`src/rtl/fsm_a_driver.sv`:
```
// Stimulus source and self-checker for the A/K2/K1 sequence detector: drives A high/low/high/low
// with a programmable hold per level, then watches K2/K1 and reports a one-cycle pass/fail result.
module fsm_a_driver #(
  parameter int unsigned HOLD_W  = 8,
  parameter int unsigned TIMEOUT = 16
) (
  input  logic              Clock,
  input  logic              Reset,
  input  logic              cmd_valid,
  output logic              cmd_ready,
  input  logic [HOLD_W-1:0] cmd_hold,
  output logic              A,
  input  logic              K2,
  input  logic              K1,
  output logic              busy,
  output logic              done,
  output logic              pass
);

  localparam int unsigned TO_W = 8;
  localparam logic [TO_W-1:0] TO_LAST = TO_W'(TIMEOUT - 1);

  typedef enum logic [2:0] {
    S_IDLE,
    S_P1,
    S_P2,
    S_P3,
    S_P4,
    S_CHECK
  } state_e;

  state_e            state_q, state_d;
  logic [HOLD_W-1:0] hold_q, hold_d;  // latched N-1, reload value for each level
  logic [HOLD_W-1:0] cnt_q, cnt_d;
  logic [TO_W-1:0]   to_q, to_d;
  logic              spur_q, spur_d;
  logic              k2_q, k2_d;
  logic              k1_q, k1_d;
  logic              oerr_q, oerr_d;
  logic              a_q, a_d;
  logic              done_q, done_d;
  logic              pass_q, pass_d;

  // State and datapath registers
  always_ff @(posedge Clock) begin
    if (!Reset) begin
      state_q <= S_IDLE;
      hold_q  <= '0;
      cnt_q   <= '0;
      to_q    <= '0;
      spur_q  <= 1'b0;
      k2_q    <= 1'b0;
      k1_q    <= 1'b0;
      oerr_q  <= 1'b0;
      a_q     <= 1'b0;
      done_q  <= 1'b0;
      pass_q  <= 1'b0;
    end else begin
      state_q <= state_d;
      hold_q  <= hold_d;
      cnt_q   <= cnt_d;
      to_q    <= to_d;
      spur_q  <= spur_d;
      k2_q    <= k2_d;
      k1_q    <= k1_d;
      oerr_q  <= oerr_d;
      a_q     <= a_d;
      done_q  <= done_d;
      pass_q  <= pass_d;
    end
  end

  // Next-state, sticky flags and result
  always_comb begin
    state_d = state_q;
    hold_d  = hold_q;
    cnt_d   = cnt_q;
    to_d    = to_q;
    spur_d  = spur_q;
    k2_d    = k2_q;
    k1_d    = k1_q;
    oerr_d  = oerr_q;
    done_d  = 1'b0;
    pass_d  = 1'b0;

    case (state_q)
      S_IDLE: begin
        if (cmd_valid) begin
          hold_d  = (cmd_hold == '0) ? '0 : cmd_hold - HOLD_W'(1);
          cnt_d   = hold_d;
          to_d    = '0;
          spur_d  = 1'b0;
          k2_d    = 1'b0;
          k1_d    = 1'b0;
          oerr_d  = 1'b0;
          state_d = S_P1;
        end
      end
      S_P1, S_P2: begin
        spur_d = spur_q | K2 | K1;
      end
      S_P3: begin
        k2_d   = k2_q | K2;
        oerr_d = oerr_q | (K1 & ~k2_d);
      end
      S_P4, S_CHECK: begin
        // K2 is folded in before the ordering test, so a simultaneous K1/K2 is in order
        k2_d   = k2_q | K2;
        k1_d   = k1_q | K1;
        oerr_d = oerr_q | (K1 & ~k2_d);
      end
      default: state_d = S_IDLE;
    endcase

    if (state_q inside {S_P1, S_P2, S_P3, S_P4}) begin
      if (cnt_q == '0) begin
        cnt_d = hold_q;
        case (state_q)
          S_P1:    state_d = S_P2;
          S_P2:    state_d = S_P3;
          S_P3:    state_d = S_P4;
          default: begin
            state_d = S_CHECK;
            to_d    = '0;
          end
        endcase
      end else begin
        cnt_d = cnt_q - HOLD_W'(1);
      end
    end

    if (state_q == S_CHECK) begin
      if (k1_d || (to_q == TO_LAST)) begin
        state_d = S_IDLE;
        done_d  = 1'b1;
        pass_d  = k2_d & k1_d & ~spur_q & ~oerr_d;
      end else begin
        to_d = to_q + TO_W'(1);
      end
    end

    a_d = (state_d == S_P1) || (state_d == S_P3);
  end

  assign A         = a_q;
  assign done      = done_q;
  assign pass      = pass_q;
  assign cmd_ready = (state_q == S_IDLE);
  assign busy      = (state_q != S_IDLE);

endmodule
```
`config.mk`:
```
export PLATFORM = sky130hd
export DESIGN_NAME = fsm_a_driver
export DESIGN_NICKNAME = d
export VERILOG_FILES = /design/src/rtl/fsm_a_driver.sv
export SDC_FILE = /design/constraint.sdc
export NUM_CORES = 1
export LEC_CHECK = 0
export ABC_AREA = 1
export CORE_AREA = 2 2 57 80
export DETAILED_ROUTE_END_ITERATION = 10
export DIE_AREA = 0 0 59 82
export PLACE_DENSITY = 0.8
export REMOVE_ABC_BUFFERS = 1
export SLEW_MARGIN = 20
export SYNTH_ARGS = -nofsm -noshare
export SYNTH_HDL_FRONTEND = slang
export SYNTH_SLANG_ARGS = --single-unit
```
`constraint.sdc`:
```
create_clock -name Clock -period 1.6 [get_ports Clock]
set_input_delay 0.24 -clock Clock [delete_from_list [all_inputs] [get_ports Clock]]
set_output_delay 0.24 -clock Clock [all_outputs]
set_load 0.05 [all_outputs]
```
==> flow_summary.toml <==
[status]
status = "finished, final reports clean"

[layout]
drive_gt1_frac = 0.185
layoutNonFillerInstCount = 391
nFillCells = 378
num-nets-final = 364
antennaDiodeCount = 0
area_delta_synth_final_pct = 25.9

[yosys]
synth_top_area_cell = "dfxtp_1"
synthSimpleGateAreaFrac = 0.374
postSynth.asyncResetShare = 0
synth_common_cells = "nand2_1, nor2_1, inv_1, dfxtp_1, a21oi_1"
avgSynthCellArea_um2 = 6.42
synthAdderAreaFrac = 0.0256
ys_warn_count = 0
synth_compound_area_frac = 0.119
synth_top_area_frac = 0.348
yosysMostFrequentCell = "nand2_1"
synth.mux.area_fraction = 0
synth.distinct_cells = 31
ys_ff_latch = 34
synthesis.area_um2 = 1950
synthCells = 304
ys.flop_type = "dfxtp_1"
synth_edf_count = 0
synth_area_leaders = "dfxtp_1, nand2_1, nor2_1, inv_1, a21oi_1"
synth_xor_area_frac = 0.0314
synth_top_family_by_area = "simple AND/OR/NAND/NOR gates"
ys_seq_area_frac = 0.348

[worst_setup_path]
path_class = "flip-flop to flip-flop"
cp_common_cell = "nor2_1"
required_ns = 1.78
cp.buffers_inverters = 1
crit_slowest_cell = "dfxtp_1"
crit_family = "simple AND/OR/NAND/NOR gates"
crit_arrival_ns = 1.66
path_max_fanout = 8
cp_cell_sequence = "nor2_1 -> nand2_1 -> nor2_4 -> inv_1 -> o21ai_0 -> a21oi_1 -> nor2_1 -> nor2_1"
end_kind = "flip-flop"
worstSetupStartpointType = "flip-flop"
cpPeakStageDelay_ns = 0.34

[detailed_routing]
route.detailed.wl_per_inst_um = 11.7
drt_wl_total_um = 4560
drc = 0
via_per_inst = 5.06
num_vias = 1980
first_iter_violations = 87
first_pass_iters = 4
ant_nets = 0

[placed_design]
placedCellCount = 383
hpwl_um = 3450
gp_congestion = 0.844
port_buffers = 17
pre_cts_ws_ns = -0.179

[floorplanning]
io-pin-count = 18
dieHeight_um = 82
initial_core_util = 0.472
die_area_um2 = 4840
row_count = 28
die_w_um = 59
core_um2 = 4130

[timing]
tightest_slew_ns = 0.282
finalClockSkew_ns = 0.00773
period_share = 0.930
whs_ns = 0.471
fin_crit_ns = 1.49
fmax_ghz = 0.672
final_max_slew_viol_count = 0
rsz0062_at_grt = "true"
relSlewSlack = 0.812
timing.final.hold_violations = 0
setup_ws_ns = 0.113
finalSetupViolCount = 0

[clock_network]
cts_hold_buf = 0
root_buffer = "clkbuf_8"
clock_latency_ns = 0.29
cts_buffer_depth = 2
cts_tree = "done"
clock_sinks = 34
numCtsBuffers = 5
htreeDepth = 2
path_clk_slew_ns = 0.06

[global_routing]
grt_max_degree = 16
grt_antenna_before_repair = 0
grt_overflow = 0
grt_pass1_vias = 1920
grt_pass1_wl_um = 7890
grt_usage = 0.211

[min_path]
hold_class = "flip-flop to flip-flop"

[power]
power_density_nw_per_um2 = 1800
power_mw = 4.43
p_leak_nw = 1.15
ir_drop_v = 0.000885

[flow_run]
maxCapViolations = 0
## path summary, 6_finish.rpt
check / start / to / slack (ns) / cells past startpoint
worst max-delay path: cnt_q[2] / cnt_q[3] / 0.11 / 8
worst max register to register: cnt_q[2] / cnt_q[3] / 0.11 / 8
worst min-delay path: hold_q[5] / hold_q[5] / 0.47 / 2
worst min register to register: hold_q[5] / hold_q[5] / 0.47 / 2
## worst min-delay path: cells and delay by family (launching register included)
kind,cells,cell delay [ns]
flip-flops,1,0.31
AO/OA/AOI/OAI,1,0.06
AND/OR/NAND/NOR,1,0.06
## kinds of logic (layout without fill, tap and decap cells)
logic type,Yosys count,in the layout
compound gates,43,43
xor+xnor,7,7
fa+ha+maj,4,4
buf+inv,49,91
flops,34,34
simple gates,167,167
## flip-flops by register name, indices dropped and copies added (netlist names), 3 cells and up
register and count:
cnt_q 8, hold_q 8, to_q 8, state_q 3
## timing repair
item / in CTS / in global routing
resized for setup: 0 / 15
setup endpoints to repair: 0 / 17
buffers inserted: 0 / 2
## cell usage in the layout, fill, tap and decap left out, types with 3 or more instances in the layout
| master | synthesis | routed |
|---|---|---|
| a21oi_1 | 19 | 19 |
| nand2_2 | 4 | 6 |
| nor2_2 | 2 | 4 |
| dfxtp_2 | 0 | 3 |
| nor2_1 | 49 | 47 |
| clkdlybuf4s50_1 | 0 | 12 |
| nand2_1 | 80 | 77 |
| buf_4 | 2 | 26 |
| nand4_1 | 3 | 3 |
| inv_2 | 4 | 4 |
| nand3_1 | 16 | 16 |
| clkbuf_8 | 0 | 6 |
| xor2_1 | 6 | 6 |
| inv_1 | 40 | 39 |
| dfxtp_1 | 34 | 31 |
| nor3_1 | 6 | 5 |
| o21ai_0 | 16 | 16 |
## layout make-up
class                   instances  area, um^2  share of cell area
clock buffers                   6        82.6              0.0336
well taps                      45        56.3              0.0229
multi-input cells             221        1110               0.451
repair buffers                 40         355               0.145
inverters                      45         171              0.0697
flip-flops and latches         34         684               0.278
## power by group
group | leakage (nW) | internal, mW | switching (mW) | total (mW)
combinational | 0.823 | 1.01 | 1.59 | 2.61
sequential | 0.279 | 1.04 | 0.150 | 1.19
clock | 0.0431 | 0.332 | 0.297 | 0.629
total | 1.15 | 2.39 | 2.04 | 4.43
## metal layers
metal,track usage,share of wire
met4,0.100,0.034
met2,0.380,0.52
met5,0,0
met1,0.228,0.40
met3,0.0457,0.041
## per-stage QoR
step / cell area (um^2) / utilization / setup TNS (ns)
after floorplan: 1920 / - / -1.36
final: 2460 / 0.595 / 0
after detailed placement: 2320 / 0.561 / -1.07
after CTS: 2400 / 0.581 / 0
after global routing: 2460 / 0.595 / -0.0619
after global placement: 2320 / 0.561 / -0.662
Note: power is estimated with default switching activity, not from simulation.
